<file path="src/rtl/frankie_pkg.sv">
// Shared constants for the Frankie program loader: word/address widths and FSM state encoding.
package frankie_pkg;

   localparam int FRANKIE_WORD_WIDTH = 16;
   localparam int FRANKIE_ADDR_WIDTH = 10;

   localparam logic [2:0] S_IDLE = 3'd0;
   localparam logic [2:0] S_LEN  = 3'd1;
   localparam logic [2:0] S_DATA = 3'd2;
   localparam logic [2:0] S_CHK  = 3'd3;
   localparam logic [2:0] S_HOLD = 3'd4;
   localparam logic [2:0] S_RUN  = 3'd5;
   localparam logic [2:0] S_ERR  = 3'd6;

endpackage

</file>
<file path="src/rtl/frankie_loader_checksum.sv">
// Modular image checksum: running sum of the length word and all data words, compared against
// the trailing checksum word. Only instantiated when FRANKIE_LOADER_CHECKSUM_EN is defined.
module frankie_loader_checksum
   import frankie_pkg::*;
#(
   parameter int WORD_WIDTH = FRANKIE_WORD_WIDTH
) (
   input  logic                  clock,
   input  logic                  reset,
   input  logic                  i_clear,
   input  logic                  i_add,
   input  logic [WORD_WIDTH-1:0] i_data,
   output logic                  o_match
);

   logic [WORD_WIDTH-1:0] r_sum;
   logic [WORD_WIDTH-1:0] w_base;
   logic [WORD_WIDTH-1:0] w_addend;

   // Clear and add in the same cycle seeds the sum with the length word.
   assign w_base   = i_clear ? '0 : r_sum;
   assign w_addend = i_add ? i_data : '0;
   assign o_match  = (i_data == r_sum);

   always_ff @(posedge clock) begin
      if (reset) begin
         r_sum <= '0;
      end else if (i_clear || i_add) begin
         r_sum <= w_base + w_addend;
      end
   end

endmodule

</file>
<file path="src/rtl/frankie_program_loader.sv">
// Streams a length-prefixed program image into Frankie's memory, then releases the CPU from reset.
// Optional trailing checksum word enabled by defining FRANKIE_LOADER_CHECKSUM_EN.
module frankie_program_loader
   import frankie_pkg::*;
#(
   parameter int WORD_WIDTH = FRANKIE_WORD_WIDTH,
   parameter int ADDR_WIDTH = FRANKIE_ADDR_WIDTH,
   parameter int RESET_HOLD = 4
) (
   input  logic                  clock,
   input  logic                  reset,
   input  logic                  in_valid,
   input  logic [WORD_WIDTH-1:0] in_data,
   output logic                  in_ready,
   output logic                  mem_we,
   output logic [ADDR_WIDTH-1:0] mem_addr,
   output logic [WORD_WIDTH-1:0] mem_wdata,
   output logic                  cpu_reset,
   output logic                  done,
   output logic                  error
);

   localparam logic [31:0] DEPTH  = 32'(1) << ADDR_WIDTH;
   localparam int          HOLD_W = (RESET_HOLD > 1) ? $clog2(RESET_HOLD) : 1;
`ifdef FRANKIE_LOADER_CHECKSUM_EN
   localparam logic [2:0]  S_POST = S_CHK;
`else
   localparam logic [2:0]  S_POST = S_HOLD;
`endif

   logic [2:0]            r_state;
   logic [2:0]            w_next;
   logic                  w_ready;
   logic                  w_xfer;
   logic                  w_data_xfer;
   logic                  w_len_zero;
   logic                  w_len_big;
   logic                  w_last;
   logic                  w_hold_end;
   logic [ADDR_WIDTH-1:0] r_cnt;
   logic [ADDR_WIDTH-1:0] r_last;
   logic [HOLD_W-1:0]     r_hold;
   logic                  r_we;
   logic [ADDR_WIDTH-1:0] r_addr;
   logic [WORD_WIDTH-1:0] r_wdata;
   logic                  r_cpu_reset;
   logic                  r_done;
   logic                  r_error;

   assign w_xfer      = in_valid && w_ready;
   assign w_data_xfer = w_xfer && (r_state == S_DATA);
   assign w_len_zero  = (in_data == '0);
   assign w_len_big   = 32'(in_data) > DEPTH;
   assign w_last      = (r_cnt == r_last);
   // The cycle carrying the final write pulse is not part of the hold window.
   assign w_hold_end  = !r_we && (r_hold == HOLD_W'(RESET_HOLD - 1));

`ifdef FRANKIE_LOADER_CHECKSUM_EN
   logic w_cs_match;

   frankie_loader_checksum #(.WORD_WIDTH(WORD_WIDTH)) u_checksum (
      .clock   (clock),
      .reset   (reset),
      .i_clear (r_state == S_LEN),
      .i_add   (w_xfer && ((r_state == S_LEN) || (r_state == S_DATA))),
      .i_data  (in_data),
      .o_match (w_cs_match)
   );
`endif

   always_ff @(posedge clock) begin
      if (reset) r_state <= S_IDLE;
      else       r_state <= w_next;
   end

   always_comb begin
      w_next = r_state;
      case (r_state)
         S_IDLE: w_next = S_LEN;
         S_LEN: begin
            if (w_xfer) begin
               if (w_len_zero)     w_next = S_POST;
               else if (w_len_big) w_next = S_ERR;
               else                w_next = S_DATA;
            end
         end
         S_DATA: if (w_xfer && w_last) w_next = S_POST;
`ifdef FRANKIE_LOADER_CHECKSUM_EN
         S_CHK:  if (w_xfer) w_next = w_cs_match ? S_HOLD : S_ERR;
`endif
         S_HOLD: if (w_hold_end) w_next = S_RUN;
         default: w_next = r_state;
      endcase
   end

   always_comb begin
      w_ready = 1'b0;
      case (r_state)
         S_LEN, S_DATA: w_ready = 1'b1;
`ifdef FRANKIE_LOADER_CHECKSUM_EN
         S_CHK:         w_ready = 1'b1;
`endif
         default:       w_ready = 1'b0;
      endcase
   end

   always_ff @(posedge clock) begin
      if (reset) begin
         r_cnt       <= '0;
         r_last      <= '0;
         r_hold      <= '0;
         r_we        <= 1'b0;
         r_addr      <= '0;
         r_wdata     <= '0;
         r_cpu_reset <= 1'b1;
         r_done      <= 1'b0;
         r_error     <= 1'b0;
      end else begin
         r_we <= w_data_xfer;
         if (w_xfer && (r_state == S_LEN)) begin
            r_cnt  <= '0;
            r_last <= ADDR_WIDTH'(in_data - 1'b1);
         end
         if (w_data_xfer) begin
            r_addr  <= r_cnt;
            r_wdata <= in_data;
            if (!w_last) r_cnt <= r_cnt + 1'b1;
         end
         if ((r_state == S_HOLD) && !r_we && !w_hold_end) r_hold <= r_hold + 1'b1;
         r_cpu_reset <= (w_next != S_RUN);
         r_done      <= (w_next == S_RUN);
         r_error     <= (w_next == S_ERR);
      end
   end

   assign in_ready  = w_ready;
   assign mem_we    = r_we;
   assign mem_addr  = r_addr;
   assign mem_wdata = r_wdata;
   assign cpu_reset = r_cpu_reset;
   assign done      = r_done;
   assign error     = r_error;

endmodule

</file>
<file path="config.mk">
export PLATFORM = sky130hd
export DESIGN_NAME = frankie_program_loader
export DESIGN_NICKNAME = d
export VERILOG_FILES = /design/src/rtl/frankie_pkg.sv /design/src/rtl/frankie_loader_checksum.sv /design/src/rtl/frankie_program_loader.sv
export SDC_FILE = /design/constraint.sdc
export NUM_CORES = 1
export LEC_CHECK = 0
export CORE_UTILIZATION = 48
export CTS_BUF_LIST = sky130_fd_sc_hd__clkbuf_8
export DETAILED_ROUTE_END_ITERATION = 16
export PLACE_DENSITY = 0.78
export REMOVE_ABC_BUFFERS = 1
export SLEW_MARGIN = 20
export SYNTH_ARGS = -nofsm -noshare
export SYNTH_HDL_FRONTEND = slang
export SYNTH_SLANG_ARGS = --single-unit
</file>
<file path="constraint.sdc">
create_clock -name clock -period 1.85 [get_ports clock]
set_clock_uncertainty 0.05 [all_clocks]
set_input_delay 0.185 -clock clock [delete_from_list [all_inputs] [get_ports clock]]
set_output_delay 0.185 -clock clock [all_outputs]
set_load 0.005 [all_outputs]
</file>
# Word-level counts from Yosys, hierarchy flattened
# Cells that the tools add are included.
# totals
reg_bits,55
in_bits,19
output_inout_bits,31
word_cells,44
# op_classes
n_addsub,3
order_cmp,1
n_eq_ne,8
n_mux,10
reduce_logical,12
# op_table
op,count
$mux W10,3
$gt A16 B11 Y1 const B,1
$logic_not A16 Y1,1
$mux W3,5
$pmux W3 S4,1
$add A10 B1 Y10 const B,1
$eq A10 B10 Y1,1
$sub A10 B1 Y10 const B,1
$eq A3 B3 Y1 const B,3
$logic_and A1 B1 Y1,7
$eq A3 B1 Y1 const B,1
$eq A3 B2 Y1 const B,1
$logic_not A3 Y1,1
$ne A3 B3 Y1 const B,1
$add A2 B1 Y2 const B,1
$eq A2 B2 Y1 const B,1
$logic_not A1 Y1,2
$reduce_or A2 Y1,1
$mux W1,1

# Longest topological paths before layout
# logic_depth
depth_word,8
depth_mapped,8
mapped_depth_nobuf,7

# Worst setup path before layout
# OpenSTA, ideal clock, no wires.
# synth_path
path_kind,reg-to-reg
startpoint,reg r_cnt[6]
endpoint,reg r_cnt[7]
setup_ns,0.120
arrival_ns,1.650
t_required_ns,1.680
slack_ns,0.030
path_stages_with_launch,8
path_buffers,2
period_less_slack_ns,1.820
cell_sequence,dfxtp_1 > clkbuf_1 > xnor2_1 > nand4_1 > o31ai_1 > buf_2 > nor3_1 > a211o_1
# synth_via
elab_chain_cells,3
elab_cells_between_ends,4
classes_between,1 x add/sub; 1 x eq/ne; 2 x mux
# synth_rtl
item,line,rtl
"start, declared",frankie_program_loader.sv:40,logic [ADDR_WIDTH-1:0] r_cnt;
"start signal, assigned",frankie_program_loader.sv:127,if (!w_last) r_cnt <= r_cnt + 1'b1;
$add A10 B1 Y10 or $eq A10 B10 Y1 (tied branches),"frankie_program_loader.sv:127, frankie_program_loader.sv:54",
$mux W10 *,frankie_program_loader.sv:127,
$mux W10 *,frankie_program_loader.sv:124,if (w_data_xfer) begin
# Every way passes the cells marked *; elsewhere a longest branch is shown, timed or not.
# A chain may end at the register's enable or synchronous reset.

# Worst setup path after layout
# layout_path
startpoint,in in_data[0]
endpoint,reg r_error (netlist: error)
# layout_via
elab_chain_cells,6
elab_cells_between_ends,7
classes_between,1 x order compare; 1 x eq/ne; 4 x mux; 1 x reduce/logical
# layout_rtl
item,line,rtl
"start, declared",frankie_program_loader.sv:13,"input logic [WORD_WIDTH-1:0] in_data,"
$gt A16 B11 Y1,frankie_program_loader.sv:53,assign w_len_big = 32'(in_data) > DEPTH;
$mux W3,frankie_program_loader.sv:83,else if (w_len_big) w_next = S_ERR;
$mux W3 *,frankie_program_loader.sv:82,if (w_len_zero) w_next = S_POST;
$mux W3 *,frankie_program_loader.sv:81,if (w_xfer) begin
$pmux W3 S4 *,frankie_program_loader.sv:78,case (r_state)
$eq A3 B3 Y1 *,frankie_program_loader.sv:132,r_error <= (w_next == S_ERR);
"end signal, assigned",frankie_program_loader.sv:132,
"end, declared",frankie_program_loader.sv:48,logic r_error;
# Marked as above.

==> impl_metrics.json <==
{
  "max_freq_mhz": 543,
  "gp_congestion": 0.807,
  "wl_per_cell_um": 13.4,
  "dieArea_mm2": 0.00540,
  "clk_latency_ns": 0.31,
  "stdcell_area_mm2": 0.00348,
  "synth_flop_cell": "dfxtp_1",
  "clkTransAtPathRegs_ns": 0.09,
  "end_kind": "register",
  "r2r_start": "r_cnt[3]",
  "r2r_cells": 6,
  "status": "finished, final reports clean",
  "power.leakage_nw": 1.29,
  "stdcell_count": 442,
  "cts_tree": "built",
  "hold_class": "input port to register",
  "cpMaxStageDelayCell": "or4b_4",
  "h-tree-depth": 2,
  "synth_edf_count": 0,
  "grt_overflow": 0,
  "dp_hpwl_um": 4190,
  "synth-seq-cells": 55,
  "crit_type": "input port to register",
  "period_share_pct": 99.5,
  "hold_depth": 4,
  "ctsRootBufferMaster": "clkbuf_8",
  "vias": 2306,
  "place_inst": 431,
  "synthArstFlopShare_pct": 0,
  "mostFrequentLayoutCell": "nand2_1",
  "cp.required_ns": 2.00,
  "fp.coreArea_mm2": 0.00482,
  "area_delta_synth_final_pct": 41.8,
  "hp-start": "in_data[9]",
  "ios": 50,
  "r2r_end": "r_cnt[9]",
  "num_rows": 25,
  "synth_top_area_share_pct": 44.9,
  "die_y_um": 73.5,
  "worstPathArrival_ns": 1.99,
  "layout_common_cells": "nand2_1 (60), dfxtp_1 (52), buf_4 (43)",
  "dr.pass1.iters": 4,
  "start_kind": "input port",
  "powerDensity_mw_per_mm2": 731,
  "wl_um": 5910,
  "drtIter0Drc": 108,
  "drive_gt1_share_pct": 20.0,
  "synthTopCellsByArea": "dfxtp_1 (45%), nand2_1 (9.3%), xnor2_1 (7.5%), a21oi_1 (5.9%), nor2_1 (4.0%)",
  "drv_slew": 0,
  "netlist_area_mm2": 0.00245,
  "grt_setup_unrepaired": "true",
  "antenna_found_initial": 0,
  "fin_nets": 397,
  "hold_path_end": "mem_wdata[9]",
  "hold_viol": 0,
  "start_util_pct": 50.9,
  "cts_sinks": 55,
  "cts_hold_buf": 0,
  "grt_pass1_vias": 2138,
  "max-slew-margin-rel_pct": 64.8,
  "via_per_inst": 5.22,
  "min_period_ns": 1.84,
  "synth_cell_types": 45,
  "antenna_cells": 0,
  "max-cap-violations": 0,
  "synthCells": 291,
  "yosysTopAreaCell": "dfxtp_1",
  "yosysSeqAreaShare_pct": 44.9,
  "ant_nets": 0,
  "cpPeakStageDelay_ns": 0.47,
  "irDropWorstVdd_v": 0.000388,
  "ys_warn_count": 0,
  "synth_area_per_cell_um2": 8.43,
  "final_util_pct": 72.2,
  "remaining_drc_errors": 0,
  "clockBufferDepth": 2,
  "worstMarginPinSlew_ns": 0.523,
  "placed_area_mm2": 0.00331,
  "track_usage_pct": 22.3,
  "r2r_slack_ns": 0.05,
  "setup_viol": 0,
  "cts_inserted_buffers": 5,
  "die_w_um": 73.5,
  "grt_pass1_wl_um": 9360,
  "portBuffers": 49,
  "grt_max_degree": 28,
  "cp_max_fo": 3,
  "cp_cell_sequence": "dlygate4sd2_1 -> inv_2 -> ha_1 -> or4b_4 -> o31ai_4 -> nand3b_1 -> a221oi_2 -> buf_4 -> nor4_2"
}
[cells by family after synthesis]
family                     synth area share (%)
AOI/OAI and AO/OA                          15.8
xor gates and xnor gates                   7.85
adders and majority gates                  2.04
buffers and inverters                      4.03
DFF                                        44.9
muxes                                     0.867
and+or+nand+nor                            24.6
[what timing repair did]
| item | 4_1_cts | 5_1_grt |
|---|---|---|
| gates cloned | 0 | 1 |
| resized for setup | 11 | 16 |
| endpoints found under the setup margin | 4 | 14 |
| buffers inserted | 1 | 1 |
| pin swaps | 5 | 8 |
[sequential cells by signal, indices dropped and copies added (netlist names)]
register   count
mem_wdata     16
mem_addr      10
r_cnt         10
r_last        10
r_state        3
r_hold         2
cpu_reset      1
done           1
error          1
mem_we         1
[worst max-delay path: cells and delay by family]
kind,cells,cell delay [ns]
and+or+nand+nor,3,0.63
AOI/OAI and AO/OA,2,0.53
buffers and inverters,3,0.51
adders and majority gates,1,0.13
[per-stage QoR]
stage | worst slack, ns | setup TNS, ns | hold WS, ns | power, mW
4_1_cts | 0.0207 | 0 | 0.324 | 2.52
3_3_place_gp | -0.435 | -2.50 | 0.391 | 1.84
3_5_place_dp | -0.559 | -3.29 | 0.395 | 1.86
6_report | 0.00867 | 0 | 0.250 | 2.55
2_1_floorplan | -0.205 | -0.953 | 0.204 | 1.56
5_1_grt | -0.0454 | -0.215 | 0.266 | 2.65
[synthesized netlist by cell type (5+ instances only)]
cell and n:
dfxtp_1 55, a21oi_1 29, clkbuf_1 12, a211oi_1 9, xnor2_1 21, buf_1 5
nor3_1 7, nor2_1 26, nand2_1 61
[power by group]
group          total [mW]  leakage [nW]  switching, mW  internal [mW]
registers            1.30         0.447         0.0529           1.24
logic               0.582         0.798          0.279          0.302
clock network       0.667        0.0483          0.399          0.268
total                2.55          1.29          0.732           1.81
[how the worst max path moves through the flow]
stage | start | endpoint | slack (ns)
6_report | in_data[0] | error | 0.009
5_1_grt | r_cnt[5] | r_cnt[7] | -0.05
4_1_cts | in_data[9] | error | 0.02
3_5_place_dp | in_data[0] | error | -0.56
3_3_place_gp | in_data[0] | error | -0.44
2_1_floorplan | r_state[1] | r_cnt[2] | -0.20
[routing by layer]
metal | up-vias | wire length, µm | global-route usage, % | part of all wire [%]
met2 | 48 | 2990 | 40.7 | 51
met5 | - | 0 | 0 | 0
li1 | 1162 | - | - | -
met1 | 1085 | 2630 | 27.4 | 45
met4 | 0 | 91 | 6.20 | 1.5
met3 | 11 | 192 | 2.88 | 3.3
[final cells by class]
type / instances / area [µm²]
fill: 374 / 1340
multi-input combinational: 211 / 1310
sequential: 55 / 1100
timing repair buffer: 97 / 881
tap: 67 / 83.8
clock buffer: 5 / 68.8
clock inverter: 3 / 18.8
inverter: 4 / 15.0
Power figures use the tool's default switching activity.
